File: src/rtl/rd_pntrs_and_empty.sv
// Read-side pointer stage of the dual-clock FIFO.
// Brings the write-side Gray pointer into the read clock domain. Holds the
// binary/Gray read pointer and produces the registered empty flag, the word
// count and the underflow pulse. The Gray read pointer goes back to the write
// side, and the binary LSBs address the RAM read port.
module rd_pntrs_and_empty #(
    parameter int AWIDTH      = 4,
    parameter int SYNC_STAGES = 2
) (
    input  logic              rd_clk_i,
    input  logic              srst_i,
    input  logic              rd_req_i,
    input  logic [AWIDTH:0]   wr_pntr_gray_i,
    output logic [AWIDTH-1:0] rd_pntr_o,
    output logic [AWIDTH:0]   rd_pntr_gray_wr_o,
    output logic              rd_empty_o,
    output logic [AWIDTH:0]   rd_usedw_o,
    output logic              rd_underflow_o
);

    typedef logic [AWIDTH:0] ptr_t;

    // Gray-to-binary conversion: bit i is the XOR of Gray bits AWIDTH..i.
    function automatic ptr_t gray2bin(input ptr_t g);
        ptr_t b;
        b = g;
        for (int i = AWIDTH - 1; i >= 0; i--) begin
            b[i] = b[i+1] ^ g[i];
        end
        return b;
    endfunction

    ptr_t sync_q [SYNC_STAGES];
    ptr_t wr_gray_s;
    ptr_t wr_bin_s;

    ptr_t rd_bin_q,  rd_bin_d;
    ptr_t rd_gray_q, rd_gray_d;
    ptr_t usedw_q,   usedw_d;
    logic empty_q,     empty_d;
    logic underflow_q, underflow_d;
    logic rd_ack;

    // Write-pointer synchroniser. Only this chain touches the asynchronous input.
    always_ff @(posedge rd_clk_i) begin
        // NOTE: the chain is a handful of flops rather than a RAM, so it can be
        // cleared on reset. Every sequential assignment here uses <= so that
        // each stage samples the previous stage's old value.
        if (srst_i) begin
            for (int i = 0; i < SYNC_STAGES; i++) begin
                sync_q[i] <= '0;
            end
        end else begin
            sync_q[0] <= wr_pntr_gray_i;
            for (int i = 1; i < SYNC_STAGES; i++) begin
                sync_q[i] <= sync_q[i-1];
            end
        end
    end

    assign wr_gray_s = sync_q[SYNC_STAGES-1];
    assign wr_bin_s  = gray2bin(wr_gray_s);

    // Next-state logic for the read pointer and the flags.
    always_comb begin
        // NOTE: every signal gets an unconditional assignment in this block,
        // so no path can leave a value held and no latch is inferred.
        rd_ack      = rd_req_i & ~empty_q;
        rd_bin_d    = rd_bin_q + {{AWIDTH{1'b0}}, rd_ack};
        rd_gray_d   = rd_bin_d ^ (rd_bin_d >> 1);
        // The flags are built from the next pointer. A read of the last word
        // therefore sets empty on the same edge that advances the pointer.
        empty_d     = (rd_gray_d == wr_gray_s);
        usedw_d     = wr_bin_s - rd_bin_d;
        underflow_d = rd_req_i & empty_q;
    end

    // Pointer and flag registers.
    always_ff @(posedge rd_clk_i) begin
        if (srst_i) begin
            rd_bin_q    <= '0;
            rd_gray_q   <= '0;
            empty_q     <= 1'b1;
            usedw_q     <= '0;
            underflow_q <= 1'b0;
        end else begin
            rd_bin_q    <= rd_bin_d;
            rd_gray_q   <= rd_gray_d;
            empty_q     <= empty_d;
            usedw_q     <= usedw_d;
            underflow_q <= underflow_d;
        end
    end

    assign rd_pntr_o         = rd_bin_q[AWIDTH-1:0];
    assign rd_pntr_gray_wr_o = rd_gray_q;
    assign rd_empty_o        = empty_q;
    assign rd_usedw_o        = usedw_q;
    assign rd_underflow_o    = underflow_q;

endmodule
File: config.mk
export PLATFORM = sky130hd
export DESIGN_NAME = rd_pntrs_and_empty
export DESIGN_NICKNAME = d
export VERILOG_FILES = /design/src/rtl/rd_pntrs_and_empty.sv
export SDC_FILE = /design/constraint.sdc
export NUM_CORES = 1
export LEC_CHECK = 0
export ABC_AREA = 1
export CAP_MARGIN = 20
export CORE_ASPECT_RATIO = 1.25
export CORE_UTILIZATION = 28
export CTS_BUF_LIST = sky130_fd_sc_hd__clkbuf_4
export DETAILED_ROUTE_END_ITERATION = 16
export DONT_BUFFER_PORTS = 1
export PLACE_DENSITY = 0.42
export SYNTH_ARGS = -nofsm -noshare
export SYNTH_HDL_FRONTEND = slang
export SYNTH_SLANG_ARGS = --single-unit
File: constraint.sdc
create_clock -name rd_clk_i -period 1.9 [get_ports rd_clk_i]
set_input_delay 0.38 -clock rd_clk_i [delete_from_list [all_inputs] [get_ports rd_clk_i]]
set_output_delay 0.38 -clock rd_clk_i [all_outputs]
set_load 0.1 [all_outputs]
==> results.json, run 1 <==
{
  "cp.arrival_ps": 2280,
  "status": "finished with violations",
  "dp_hpwl_um": 1814,
  "hold_path_class": "input pin to flip-flop",
  "rr_worst_depth": 18,
  "worst_hold_slack_ps": 102.2,
  "num_rows": 26,
  "gp_congestion": 0.7835,
  "maxSlewHeadroom_pct": 79.34,
  "powerDensity_mw_per_mm2": 845.2,
  "clock-skew-final_ps": 5.702,
  "nFillCells": 436,
  "fin_tns_setup_ps": -182.1,
  "netlist.area_leader.share_pct": 44.07,
  "syn_avg_cell_area_um2": 7.202,
  "port_buffers": 0,
  "die_h_um": 74.62,
  "mostFrequentLayoutCell": "nand2_1",
  "drv_slew": 0,
  "wirelength_um": 2291,
  "finalInstanceArea_mm2": 0.001553,
  "worstReg2RegStart": "sync_q[0][8]",
  "syn-num-nets": 178,
  "switching_power_mw": 0.5004,
  "p_seq_share_pct": 46.1,
  "hold_viol": 0,
  "initial_utilization_pct": 29.05,
  "worst_pin_slew_ps": 309.9,
  "yosys.area.top_type": "dfxtp_1",
  "drv_cap": 0,
  "crit_end": "rd_usedw_o[4]",
  "mostFrequentLayoutCells": "nand2_1, buf_4, inv_1",
  "grt_pass1_wl_um": 3912,
  "r2r-end": "rd_usedw_o[4]",
  "sw_frac_of_total_pct": 38.13,
  "clock-sinks": 26,
  "ys_top_cells_by_area": "dfxtp_1, nand2_1, inv_1",
  "antenna_found_initial": 0,
  "layout_setup_ws_ps": -151.5,
  "worst_setup_path_end_kind": "flip-flop",
  "clockBufferDepth": 2,
  "ys_seq_area_share_pct": 44.07,
  "grt_usage_pct": 11.79,
  "drcViolationCount": 0,
  "combPwrFrac_pct": 34.5,
  "clk_pin_slew_worst_paths_ps": 140,
  "first_iter_violations": 42,
  "finalSetupViolations": 2,
  "place_area_mm2": 0.001505,
  "dr.pass1.iters": 4,
  "dp_slack_ps": -229.8,
  "clk-insertion-delay-late_ps": 320,
  "startpoint": "sync_q[0][8]",
  "rrSetupSlack_ps": -150,
  "final_layout_size_suffix_gt1_share_pct": 31.61,
  "antenna_cells": 0,
  "grt_pass1_vias": 1000,
  "grt_max_degree": 25,
  "gr-total-overflow": 0,
  "peakVddDrop_uv": 322.4,
  "ys_ff_latch": 26,
  "die_x_um": 60.09,
  "dp.cells": 245,
  "critical_path_class": "flip-flop to flip-flop",
  "p_leak_nw": 0.7550,
  "nNetsFinal": 208,
  "p_clk_share_pct": 19.4,
  "required_ps": 2130,
  "syn_inst": 164,
  "yosysWarnings": 0,
  "num_vias": 1047,
  "cts_inserted_buffers": 3,
  "fin_crit_sh_pct": 108.0,
  "clock.fmax_mhz": 487.5,
  "io_pins": 24,
  "fin_crit_ps": 2051,
  "antenna_left": 0,
  "root_buffer": "clkbuf_4",
  "netlist_area_mm2": 0.001181,
  "dieArea_mm2": 0.004484,
  "h-tree-depth": 1,
  "start_kind": "flip-flop",
  "final_cells": 249,
  "p_int_mw": 0.8119,
  "via_per_inst": 4.205,
  "syn2layout_area_growth_pct": 31.46,
  "violations": "negative setup slack",
  "cts_tree": "done",
  "cp_max_fo": 3,
  "synth_cell_types": 20,
  "rsz0062_at_grt": "true",
  "wire_per_inst_um": 9.201,
  "core_area_mm2": 0.004066
}
## area by class of cell
type	instances	area, µm²	share of cell area (%)
inverter	29	111.4	7.172
timing repair buffer	28	210.2	13.54
clock buffer	4	30.03	1.934
multi-input combinational	106	598.1	38.52
sequential	26	533.0	34.33
tap	56	70.07	4.512
## synth_stat cells (all sizes together)
| cell type | number |
|---|---|
| a21o | 1 |
| a21oi | 7 |
| buf | 1 |
| clkbuf | 2 |
| dfxtp | 26 |
| fa | 1 |
| ha | 5 |
| inv | 29 |
| nand2 | 47 |
| nand3 | 14 |
| nand3b | 1 |
| nand4 | 4 |
| nor2 | 22 |
| nor3 | 1 |
| o21ai | 2 |
| xnor2 | 1 |
## layer usage
metal / vias up / track usage [%] / routed length [µm] / part of all wire, %
met3: 5 / 1.546 / 54 / 2.4
met4: 0 / 7.494 / 60 / 2.6
met1: 464 / 13.03 / 1019 / 44
met2: 15 / 20.99 / 1156 / 50
li1: 563 / - / - / -
met5: - / 0 / 0 / 0
## how the worst min path moves through the flow
stage | startpoint | to | slack (ps) | depth (start not counted)
after detailed placement | sync_q[0][0] | sync_q[0][5] | 400 | 2
after floorplan | sync_q[0][4] | sync_q[0][9] | 380 | 2
after global routing | srst_i | rd_usedw_o[2] | 80 | 1
after global placement | sync_q[0][4] | sync_q[0][9] | 390 | 2
final | srst_i | rd_bin_q[0] | 100 | 1
after CTS | srst_i | rd_bin_q[0] | 80 | 1
## through the flow
step	power [mW]	utilization, %
after floorplan	0.9711	-
after global placement	1.063	37.02
after detailed placement	1.065	37.02
after CTS	1.334	38.06
after global routing	1.381	38.18
final	1.312	38.18
## sequential cells by signal, indices dropped and copies added, names as in the netlist
name / cells
rd_empty_o: 1
rd_bin_q: 5
rd_underflow_o: 1
rd_usedw_o: 5
sync_q: 10
rd_pntr_gray_wr_o: 4
## kinds of logic after synthesis
family | count (synthesis) | synth area share [%]
compound gates | 10 | 4.449
xor+xnor | 1 | 0.7417
fa+ha+maj | 6 | 6.992
buf+inv | 32 | 10.81
flops | 26 | 44.07
simple gates | 89 | 32.94
## worst max-delay path, stage by stage (launching register included)
cell and delay (ps):
dfxtp_2 350, xnor2_2 180, inv_1 70, nand2_1 70
nand2_2 60, inv_2 60, nand2_2 50, nand2_2 60
nand2_1 50, nand2_1 60, ha_2 170, inv_2 40
fa_2 330, nand2_1 80, inv_2 40, o21ai_2 120
nand3_1 80, nand2_1 60, nor2_1 30
## repair_timing
item,4_1_cts,5_1_grt
setup buffers,0,0
hold buffers,0,0
pin swaps,2,1
setup endpoints to repair,4,4
gates resized for setup,4,4
hold endpoints to repair,0,0
## power groups by stage
stage / clock network [mW] / logic [mW] / registers, mW
floorplan: 0 / 0.139 / 0.833
global placement: 0 / 0.447 / 0.616
detailed placement: 0 / 0.448 / 0.618
CTS: 0.275 / 0.454 / 0.606
global route: 0.286 / 0.485 / 0.610
finish: 0.255 / 0.453 / 0.605
Power figures use the tool's default switching activity.
==> run 2, diff against run 1 <==
- HOLD_SLACK_MARGIN: not set -> 0.03
==> results of run 2 <==
Final layout, timing and power as in run 1 (identical DEF).
==> run 3, diff against run 2 <==
- CELL_PAD_IN_SITES_DETAIL_PLACEMENT: not set -> 1
- CELL_PAD_IN_SITES_GLOBAL_PLACEMENT: not set -> 2
- PLACE_DENSITY: 0.42 -> 0.67
==> results.json, run 3 (synthesis results as in run 1) <==
{
  "cpPeakStageDelay_ps": 360,
  "maxSlewHeadroom_pct": 79.33,
  "layout_setup_ws_ps": -266.1,
  "gr-total-overflow": 0,
  "worst_pin_slew_ps": 310.0,
  "dp_hpwl_um": 2275,
  "first_iter_violations": 21,
  "clock-sinks": 26,
  "drcViolationCount": 0,
  "grt_max_degree": 25,
  "clk-insertion-delay-late_ps": 320,
  "drv_slew": 0,
  "root_buffer": "clkbuf_4",
  "powerDensity_mw_per_mm2": 810.4,
  "worst_setup_path_end_kind": "flip-flop",
  "dp_slack_ps": -280.5,
  "core_area_mm2": 0.004066,
  "drv_cap": 0,
  "mostFrequentLayoutCell": "buf_4",
  "num_rows": 26,
  "grt_pass1_vias": 1210,
  "antenna_left": 0,
  "num_vias": 1187,
  "gp_congestion": 0.7979,
  "clk_pin_slew_worst_paths_ps": 140,
  "final_cells": 263,
  "rrSetupSlack_ps": -270,
  "start_kind": "flip-flop",
  "die_h_um": 74.62,
  "clock-skew-final_ps": 6.416,
  "cts_inserted_buffers": 3,
  "syn2layout_area_growth_pct": 41.84,
  "hold_viol": 0,
  "nNetsFinal": 222,
  "h-tree-depth": 1,
  "hold_path_class": "input pin to flip-flop",
  "antenna_found_initial": 0,
  "port_buffers": 0,
  "mostFrequentLayoutCells": "buf_4, nand2_1, inv_1",
  "critical_path_class": "flip-flop to flip-flop",
  "dieArea_mm2": 0.004484,
  "regMostFlops": "sync_q",
  "p_leak_nw": 0.8211,
  "antenna_cells": 0,
  "holdBufCountCts": 0,
  "finalSetupViolations": 4,
  "grt_pass1_wl_um": 5154,
  "dp.cells": 246,
  "wire_per_inst_um": 11.87,
  "initial_utilization_pct": 29.05,
  "wirelength_um": 3121,
  "finalPower_mw": 1.358,
  "via_per_inst": 4.513,
  "required_ps": 2130,
  "final_layout_size_suffix_gt1_share_pct": 37.68,
  "largest_reg_flops": 10,
  "cts_tree": "done",
  "crit_slowest_cell": "dfxtp_2",
  "clockBufferDepth": 2,
  "path_cells": "xnor2_2 -> inv_1 -> nand2_1 -> nand2_2 -> inv_2 -> nand2_2 -> nand2_2 -> nand2_1 -> nand2_1 -> ha_2 -> inv_2 -> fa_2 -> nand2_2 -> inv_2 -> o21ai_2 -> nand3_1 -> nand2_1 -> nor2_1",
  "io_pins": 24,
  "violations": "negative setup slack",
  "die_x_um": 60.09,
  "peakVddDrop_uv": 370.4,
  "clock.fmax_mhz": 461.7,
  "cp_max_fo": 3,
  "grt_usage_pct": 15.33,
  "fin_crit_ps": 2166,
  "rsz0062_at_grt": "true",
  "cp.arrival_ps": 2400,
  "dr.pass1.iters": 5,
  "fin_crit_sh_pct": 114.0,
  "status": "finished with violations"
}
==> run 3: changes by cell type in the layout (fill, tap and decap cells not counted), sizes merged <==
cell	before	now
clkbuf	4	3
buf	28	42
clkinv	0	1
==> run 3: routing by layer <==
layer	global-route usage, %	share of wire, %	wire (µm)	vias up
li1	-	-	-	586
met1	16.58	41	1286	569
met2	28.64	54	1679	24
met3	2.405	2.9	91	8
met4	7.235	2.0	63	0
met5	0	0	0	-
==> run 3: what timing repair did <==
item,4_1_cts,5_1_grt
pin swaps,9,5
setup buffers,12,2
resized for setup,13,1
endpoints found under the setup margin,4,4
==> run 3: area by class of cell <==
class	instances	area, µm²
inverters	29	111.4
fillers	523	2391
repair buffers	42	315.3
clock buffers	3	22.52
flip-flops and latches	26	533.0
clock inverters	1	3.754
multi-input cells	106	619.3
well taps	56	70.07
==> run 3: path summary, 6_finish.rpt <==
kind	cells past startpoint	endpoint	startpoint
max	18	rd_usedw_o[4]	sync_q[0][9]
min	1	rd_bin_q[2]	srst_i
max reg2reg	18	rd_usedw_o[4]	sync_q[0][9]
min reg2reg	2	sync_q[0][8]	sync_q[0][3]
==> run 3: where the power goes <==
| group | switching (mW) | internal [mW] |
|---|---|---|
| clock network | 0.160 | 0.0769 |
| registers | 0.0187 | 0.587 |
| logic | 0.348 | 0.167 |
| total | 0.527 | 0.831 |
==> run 3: through the flow <==
stage / setup TNS [ps] / hold slack [ps] / instance area (µm²) / utilization [%]
global route: -1166 / 75.48 / 1675 / 41.20
CTS: -522.9 / 81.95 / 1654 / 40.68
floorplan: -112.1 / 380.9 / 1244 / -
detailed placement: -417.0 / 399.6 / 1513 / 37.20
finish: -712.3 / 103.4 / 1675 / 41.20
global placement: -196.9 / 393.8 / 1513 / 37.20
==> run 3: critical path, delay by kind of cell, from the launching register on <==
family | cells | cell delay (ps)
fa+ha+maj | 2 | 500
flops | 1 | 360
simple gates | 10 | 640
buf+inv | 4 | 220
compound gates | 1 | 150
xor+xnor | 1 | 200
